[src/rtl/lab2_5_src.sv]
// lab2_5_src: burst stimulus source for the lab2_5 3-bit symbol detector.
// On start it emits LEN symbols (count-up, count-down, LFSR or hold) from a
// seed, then waits LAT clocks for the detector response to drain. While the
// burst is in flight it counts z=1 samples and latches any detector error.
// Optional build macro LAB2_5_SRC_ZIDLE_EN: x floats (3'bzzz) whenever no
// burst symbol is on it, so the detector input can sit on a shared bus.
// Without the macro x idles at 3'b000.
module lab2_5_src #(
  parameter int LEN = 8,  // symbols per burst, 1..15
  parameter int LAT = 1   // detector latency in clocks, 0..3
) (
  input  logic       clock,
  input  logic       reset_n,
  input  logic       start,
  input  logic [1:0] mode,
  input  logic [2:0] seed,
  output logic [2:0] x,
  output logic       x_valid,
  output logic       busy,
  output logic       done,
  input  logic       z,
  input  logic       error,
  output logic [3:0] z_cnt,
  output logic       err_seen
);

  typedef enum logic [1:0] {S_IDLE, S_RUN, S_DRAIN, S_DONE} state_t;

  localparam logic [3:0] LAST_IDX = 4'(LEN - 1);
  localparam logic [3:0] DRN_IDX  = 4'((LAT > 0) ? (LAT - 1) : 0);

  state_t     r_state;
  state_t     w_nxt;
  logic [3:0] r_idx;
  logic [2:0] r_x;
  logic       r_vld;
  logic [1:0] r_mode;
  logic       r_done;
  logic [3:0] r_zcnt;
  logic       r_err;
  logic       w_smp;
  logic       w_busy;
  logic       w_last;
  logic       w_drn_end;
  logic       w_go;
  logic [2:0] w_seed_ld;

  // Next symbol of the running sequence for the latched mode.
  function automatic logic [2:0] next_sym(input logic [1:0] m, input logic [2:0] v);
    case (m)
      2'd0:    next_sym = v + 3'd1;
      2'd1:    next_sym = v - 3'd1;
      2'd2:    next_sym = {v[1:0], v[2] ^ v[1]};
      default: next_sym = v;
    endcase
  endfunction

  // Hit counter increment that sticks at 15 instead of wrapping.
  function automatic logic [3:0] sat_inc(input logic [3:0] c);
    sat_inc = (c == 4'd15) ? 4'd15 : c + 4'd1;
  endfunction

  assign w_last    = (r_idx == LAST_IDX);
  assign w_drn_end = (r_idx == DRN_IDX);
  assign w_go      = (r_state == S_IDLE) && start;
  // The all-zero state would lock the LFSR, so a zero seed starts it at 1.
  assign w_seed_ld = ((mode == 2'd2) && (seed == 3'd0)) ? 3'd1 : seed;

  // State register.
  always_ff @(posedge clock or negedge reset_n) begin
    if (!reset_n) r_state <= S_IDLE;
    else          r_state <= w_nxt;
  end

  // Next-state decode.
  always_comb begin
    w_nxt = r_state;
    case (r_state)
      S_IDLE:  if (start) w_nxt = S_RUN;
      S_RUN:   if (w_last) w_nxt = (LAT > 0) ? S_DRAIN : S_DONE;
      S_DRAIN: if (w_drn_end) w_nxt = S_DONE;
      S_DONE:  w_nxt = S_IDLE;
      default: w_nxt = S_IDLE;
    endcase
  end

  // State-decoded outputs.
  always_comb begin
    w_busy = (r_state == S_RUN) || (r_state == S_DRAIN);
  end

  // Symbol generator and index counter; idx is reused to time the drain.
  always_ff @(posedge clock or negedge reset_n) begin
    if (!reset_n) begin
      r_x    <= 3'd0;
      r_vld  <= 1'b0;
      r_idx  <= 4'd0;
      r_mode <= 2'd0;
    end else begin
      case (r_state)
        S_IDLE: begin
          if (start) begin
            r_x    <= w_seed_ld;
            r_vld  <= 1'b1;
            r_idx  <= 4'd0;
            r_mode <= mode;
          end
        end
        S_RUN: begin
          if (w_last) begin
            r_x   <= 3'd0;
            r_vld <= 1'b0;
            r_idx <= 4'd0;
          end else begin
            r_x   <= next_sym(r_mode, r_x);
            r_idx <= r_idx + 4'd1;
          end
        end
        S_DRAIN: r_idx <= r_idx + 4'd1;
        default: r_idx <= 4'd0;
      endcase
    end
  end

  // Completion pulse, registered one clock after the DONE state.
  always_ff @(posedge clock or negedge reset_n) begin
    if (!reset_n) r_done <= 1'b0;
    else          r_done <= (r_state == S_DONE);
  end

  // Align x_valid with the detector response to form the sample strobe.
  generate
    if (LAT == 0) begin : g_nodly
      assign w_smp = r_vld;
    end else begin : g_dly
      logic [LAT-1:0] r_dly;
      // LAT-deep shift register of x_valid.
      always_ff @(posedge clock or negedge reset_n) begin
        if (!reset_n) r_dly <= '0;
        else          r_dly <= (r_dly << 1) | LAT'(r_vld);
      end
      assign w_smp = r_dly[LAT-1];
    end
  endgenerate

  // Response monitor: cleared on start, counts hits and latches errors.
  always_ff @(posedge clock or negedge reset_n) begin
    if (!reset_n) begin
      r_zcnt <= 4'd0;
      r_err  <= 1'b0;
    end else if (w_go) begin
      r_zcnt <= 4'd0;
      r_err  <= 1'b0;
    end else if (w_smp) begin
      if (z)     r_zcnt <= sat_inc(r_zcnt);
      if (error) r_err  <= 1'b1;
    end
  end

`ifdef LAB2_5_SRC_ZIDLE_EN
  assign x = r_vld ? r_x : 3'bzzz;
`else
  assign x = r_vld ? r_x : 3'b000;
`endif

  assign x_valid  = r_vld;
  assign busy     = w_busy;
  assign done     = r_done;
  assign z_cnt    = r_zcnt;
  assign err_seen = r_err;

endmodule

[config.mk]
export PLATFORM = sky130hd
export DESIGN_NAME = lab2_5_src
export DESIGN_NICKNAME = d
export VERILOG_FILES = /design/src/rtl/lab2_5_src.sv
export SDC_FILE = /design/constraint.sdc
export NUM_CORES = 1
export LEC_CHECK = 0
export BUFFER_PORTS_ARGS = -buffer_cell sky130_fd_sc_hd__buf_2
export CAP_MARGIN = 25
export CORE_AREA = 2 2 65 43
export CTS_CLUSTER_SIZE = 8
export DETAILED_ROUTE_END_ITERATION = 6
export DIE_AREA = 0 0 67 45
export PLACE_DENSITY_LB_ADDON = 0.05
export REMOVE_ABC_BUFFERS = 1
export SLEW_MARGIN = 30
export SYNTH_ARGS = -nofsm -noshare
export SYNTH_HDL_FRONTEND = slang
export SYNTH_SLANG_ARGS = --single-unit
[constraint.sdc]
create_clock -name clock -period 2.5 [get_ports clock]
set_input_delay 0.375 -clock clock [delete_from_list [all_inputs] [get_ports clock]]
set_output_delay 0.375 -clock clock [all_outputs]
set_load 0.02 [all_outputs]
==> impl_metrics.toml, run 1 <==
[routing]
vias = 873
via_per_inst = 5.20
drc_errors = 0
firstDrtPassIters = 4
wl_per_cell_um = 13.5
detail_route.iter0.violations = 48
ant_nets = 0
routed_wl_mm = 2.27

[worst_setup_path]
cp-start-kind = "flip-flop"
worstPathArrival_ns = 2.10
reg2reg_from = "r_mode[0]$_DFFE_PN0P_"
worstSetupPathType = "flip-flop to flip-flop"
startpoint = "r_mode[0]$_DFFE_PN0P_"
worstPathMaxFanout = 4
cp-end-kind = "flip-flop"
cp.required_ns = 2.65

[power_and_ir_drop]
power.density_nw_per_um2 = 1350
ir_worst_vdd_mv = 0.639
power_w = 0.00177
power_leakage_nw = 0.673

[clock_tree]
cts.clk_slew.worst_paths_ns = 0.08
post_cts_buffers = 0
numCtsBuffers = 3
clock_sinks = 19
cts-hold-fix-buffers = 0
ctsLongestPathBuffers = 2
h-tree-depth = 1
cts_tree = "built"
root_buffer = "clkbuf_8"
insertion_delay_ns = 0.26
ctsResizeCount = 0

[sta]
grt_setup_unrepaired = "false"
relSlewSlack_pct = 69.5
hold_violations = 0
skew_ns = 0.00641
fin_crit_sh_pct = 78.1
fmax_mhz = 512
setup_slack_ns = 0.549
worst_pin_slew_ns = 0.457
slew_viol_final = 0
report.final.setup_viol = 0
finalCriticalPeriod_ns = 1.95
fin_setup_tns_ns = 0

[layout]
diodes = 0
layout-drive-gt1-share_pct = 22.1
final_cell_mix = "buf_2, dfrtp_1, nand2_1"
final_nets = 156
area_delta_synth_final_pct = 13.9
layout_commonest_cell = "buf_2"
finalInstanceArea_um2 = 1310

[floorplanning]
die_w_um = 67
die_h_um = 45
die-area_um2 = 3020
ios = 21
core_um2 = 2380
core.rowCount = 14
initial_core_util_pct = 48.4

[grt]
grt.total_usage_pct = 17.6
grt_pass1_wl_mm = 3.98
overflow = 0
grt_start_max_net_pins = 20
grt_pass1_vias = 856
antenna_found_initial = 0

[logic_synthesis]
synth_top_area_share_pct = 41.3
netlist_area_um2 = 1150
ys_types = 35
synth_edf_count = 0
syn_inst = 116
ys_top_cells_by_area = "dfrtp_1, ha_1, mux2_1, nand2_1, o21ai_0"
ys_ff_latch = 19
synth-seq-area-share_pct = 41.3
async_flop_share_pct = 100
syn_area_per_cell_um2 = 9.93
synth_warnings = 0
synth_top_area_cell = "dfrtp_1"
synthFlopType = "dfrtp_1"

[place]
dp.final_hpwl_mm = 1.75
routabilityCongestion = 0.745
portBuffers = 20
place_ws_ns = 0.567
place_area_um2 = 1270

[job]
cap_viol_max_count = 0

[min_path]
hold_class = "input pin to async pin"

[outcome]
status = "completed"
## cell families (layout without fill, tap and decap cells)
group	after synthesis	count (layout)	share of synthesized area [%]
buf+inv	14	34	5.43
xor+xnor	2	2	1.52
fa+ha+maj	9	9	10.4
flops	19	19	41.3
mux	7	7	6.62
simple gates	37	37	17.2
compound gates	28	28	17.6
## where the power goes
group	switching [W]	total, W	internal [W]
Sequential	0.000144	0.000587	0.000443
Clock	0.000104	0.000217	0.000113
Combinational	0.000550	0.000964	0.000414
## metal layers
metal | up-vias | GRT usage (%) | wire length (µm)
li1 | 444 | - | -
met1 | 409 | 25.0 | 1180
met2 | 16 | 28.3 | 1000
met5 | - | 0 | 0
met4 | 0 | 2.45 | 4
met3 | 4 | 4.49 | 80
## critical path, stage by stage, from the launching register on
cell	delay (ns)
dfrtp_1	0.42
nor2b_1	0.19
fa_1	0.41
xor2_1	0.19
nor3b_1	0.20
o32ai_1	0.11
mux2_1	0.31
## final cells by class
class	instances	area (µm²)
inverter	10	37.5
timing repair buffer	20	100
sequential	19	475
fill	220	1070
clock buffer	4	45.0
tap	32	40.0
multi-input combinational	83	614
## cell usage after synthesis (3+ instances only)
cell / count
o21ai_0: 8
o22ai_1: 3
inv_1: 10
ha_1: 8
nor2_1: 6
mux2_1: 4
dfrtp_1: 19
and2_1: 6
nand3_1: 3
nor3_1: 3
a21oi_1: 5
a31oi_1: 4
nand2_1: 12
## registers in the layout, summed over array words and instances (netlist names)
name and count:
r_idx 4, z_cnt 4, r_x 3, r_mode 2, r_state 2, done 1
err_seen 1, g_dly.r_dly 1, x_valid 1
## path summary, 6_finish.rpt
path / endpoint / slack, ns / cells after the start
max in group asynchronous: r_idx[1]$_DFFE_PN0P_ / 2.14 / 1
setup / recovery: r_x[2]$_DFFE_PN0P_ / 0.55 / 6
setup reg to reg: r_x[2]$_DFFE_PN0P_ / 0.55 / 6
hold / removal: x_valid$_DFFE_PN0P_ / 0.05 / 1
min in group clock: r_mode[0]$_DFFE_PN0P_ / 0.33 / 3
hold reg to reg: err_seen$_DFFE_PN0P_ / 0.51 / 2
## stage by stage
step                      util, %  cells  hold WS (ns)
after floorplan                 -    112        0.0794
after global placement       53.2    164         0.343
after detailed placement     53.2    164         0.343
after CTS                    55.1    168        0.0602
after global routing         55.1    168        0.0761
final                        55.1    168        0.0512
Note: power is estimated with default switching activity, not from simulation.
==> run 2: changes to the inputs <==
Settings changed: CORE_AREA 2 2 65 43 to 2 2 66 43, DIE_AREA 0 0 67 45 to 0 0 68 45.
Clock period 2.5 ns to 1.63 ns, I/O delays scaled along.
==> run 2 against run 1 <==
  * The run now ends with negative setup slack left
  * Hold slack improved by 0.15 ns
  * Count of clock-buffer cells in the layout down 1
  * Final cell count is 11% higher
  * Clock power grew 50%
  * Via count up 8.6%
  * First-iteration DRC count increased by 48%
  * Highest routed layer unchanged
  * Sequential share of layout area down 4.6 points
  * Non-clock buffer count rose by 19
  * Critical path depth unchanged
  * Critical path type unchanged
  * Utilization up 7.2 points
  * Sequential power rose by 48%
==> impl_metrics.toml, run 2 (same netlist as run 1, synthesis figures left out) <==
[layout]
final_util_pct = 62.3
diodes = 0
fill_cells = 189
layout-drive-gt1-share_pct = 38.7
area_delta_synth_final_pct = 30.6
layout_commonest_cell = "buf_2"
finalInstanceArea_um2 = 1510
final_cell_mix = "buf_2, dfrtp_1, buf_4"
final_nets = 175

[sta]
report.final.setup_viol = 2
setup_slack_ns = -0.0357
hold_ws_ns = 0.201
grt_setup_unrepaired = "true"
hold_violations = 0
slew_viol_final = 0
fmax_mhz = 600
skew_ns = 0.00150
finalCriticalPeriod_ns = 1.67
fin_crit_sh_pct = 102
relSlewSlack_pct = 69.9
worst_pin_slew_ns = 0.451

[floorplanning]
die_h_um = 45
core.rowCount = 14
ios = 21
core_um2 = 2420
initial_core_util_pct = 47.7
die_w_um = 68
die-area_um2 = 3060

[outcome]
status = "complete, but fails checks"
violations = "negative setup slack"

[place]
dp.final_hpwl_mm = 1.75
place_area_um2 = 1370
portBuffers = 20
place_ws_ns = -0.155
routabilityCongestion = 0.846

[grt]
grt_pass1_vias = 911
antenna_found_initial = 0
grt_pass1_wl_mm = 3.98
grt.total_usage_pct = 17.9
grt_start_max_net_pins = 20
overflow = 0

[routing]
via_per_inst = 5.07
ant_nets = 0
firstDrtPassIters = 4
drc_errors = 0
routed_wl_mm = 2.41
wl_per_cell_um = 12.9
vias = 948
detail_route.iter0.violations = 71

[worst_setup_path]
worstPathMaxFanout = 2
cp-end-kind = "flip-flop"
worstPathArrival_ns = 1.81
rrSetupSlack_ns = -0.04
reg2reg_from = "r_mode[0]$_DFFE_PN0P_"
cp.required_ns = 1.77
worstSetupPathType = "flip-flop to flip-flop"
r2r_end = "r_x[2]$_DFFE_PN0P_"
cp-start-kind = "flip-flop"
reg2reg_depth = 6

[clock_tree]
insertion_delay_ns = 0.25
ctsLongestPathBuffers = 2
root_buffer = "clkbuf_8"
cts_tree = "built"
numCtsBuffers = 3
cts.clk_slew.worst_paths_ns = 0.07
clock_sinks = 19
h-tree-depth = 1

[power_and_ir_drop]
power_leakage_nw = 0.779
power.density_nw_per_um2 = 2110
power_w = 0.00318
ir_worst_vdd_mv = 0.995

[job]
cap_viol_max_count = 0

[min_path]
worstHoldStart = "mode[0]"
whs_endpoint = "r_mode[0]$_DFFE_PN0P_"
hold_class = "input pin to flip-flop"
min_path_cells = 3
## run 2: repair_timing
item,CTS,global route
resized for setup,5,8
pin swaps,3,4
hold endpoints to repair,19,0
hold buffers,1,0
setup buffers,1,3
endpoints found under the setup margin,4,5
## run 2: area by class of cell
| cell class | instances | area [µm²] | area share, % |
|---|---|---|---|
| multi-input cells | 83 | 661 | 43.9 |
| flip-flops and latches | 19 | 475 | 31.6 |
| repair buffers | 39 | 245 | 16.3 |
| clock buffers | 3 | 41.3 | 2.74 |
| well taps | 32 | 40.0 | 2.66 |
| inverters | 10 | 37.5 | 2.49 |
| clock inverters | 1 | 5.00 | 0.333 |
## run 2: metrics by stage
stage               TNS (ns)  cells
floorplan             -0.183    112
global placement      -0.164    178
detailed placement    -0.260    178
CTS                   -0.138    184
global route          -0.364    187
finish               -0.0655    187
## run 2: per-layer routing
metal	global-route usage [%]	share of wire, %
met1	24.3	49
met2	28.3	46
met3	5.24	3.7
met4	4.80	0.83
met5	0	0
## run 2: power breakdown
part | internal, W | leakage, nW | switching [W]
combinational | 0.00100 | 0.518 | 0.000978
clock | 0.000170 | 0.0255 | 0.000156
sequential | 0.000680 | 0.236 | 0.000189
## run 2: critical path, cell delays in order, from the launching register on
cell,delay [ns]
dfrtp_1,0.38
nor2b_4,0.14
fa_2,0.35
xor2_2,0.16
nor3b_2,0.17
o32ai_1,0.10
mux2_4,0.26
## run 2: how the worst max path moves through the flow
| stage | start | endpoint | cells after the start |
|---|---|---|---|
| global placement | r_mode[0]$_DFFE_PN0P_ | r_x[2]$_DFFE_PN0P_ | 6 |
| floorplan | r_mode[0]$_DFFE_PN0P_ | r_x[2]$_DFFE_PN0P_ | 6 |
| CTS | r_mode[0]$_DFFE_PN0P_ | r_x[2]$_DFFE_PN0P_ | 6 |
| global route | r_mode[0]$_DFFE_PN0P_ | r_x[2]$_DFFE_PN0P_ | 6 |
| detailed placement | r_mode[0]$_DFFE_PN0P_ | r_x[2]$_DFFE_PN0P_ | 6 |
| finish | r_mode[0]$_DFFE_PN0P_ | r_x[2]$_DFFE_PN0P_ | 6 |
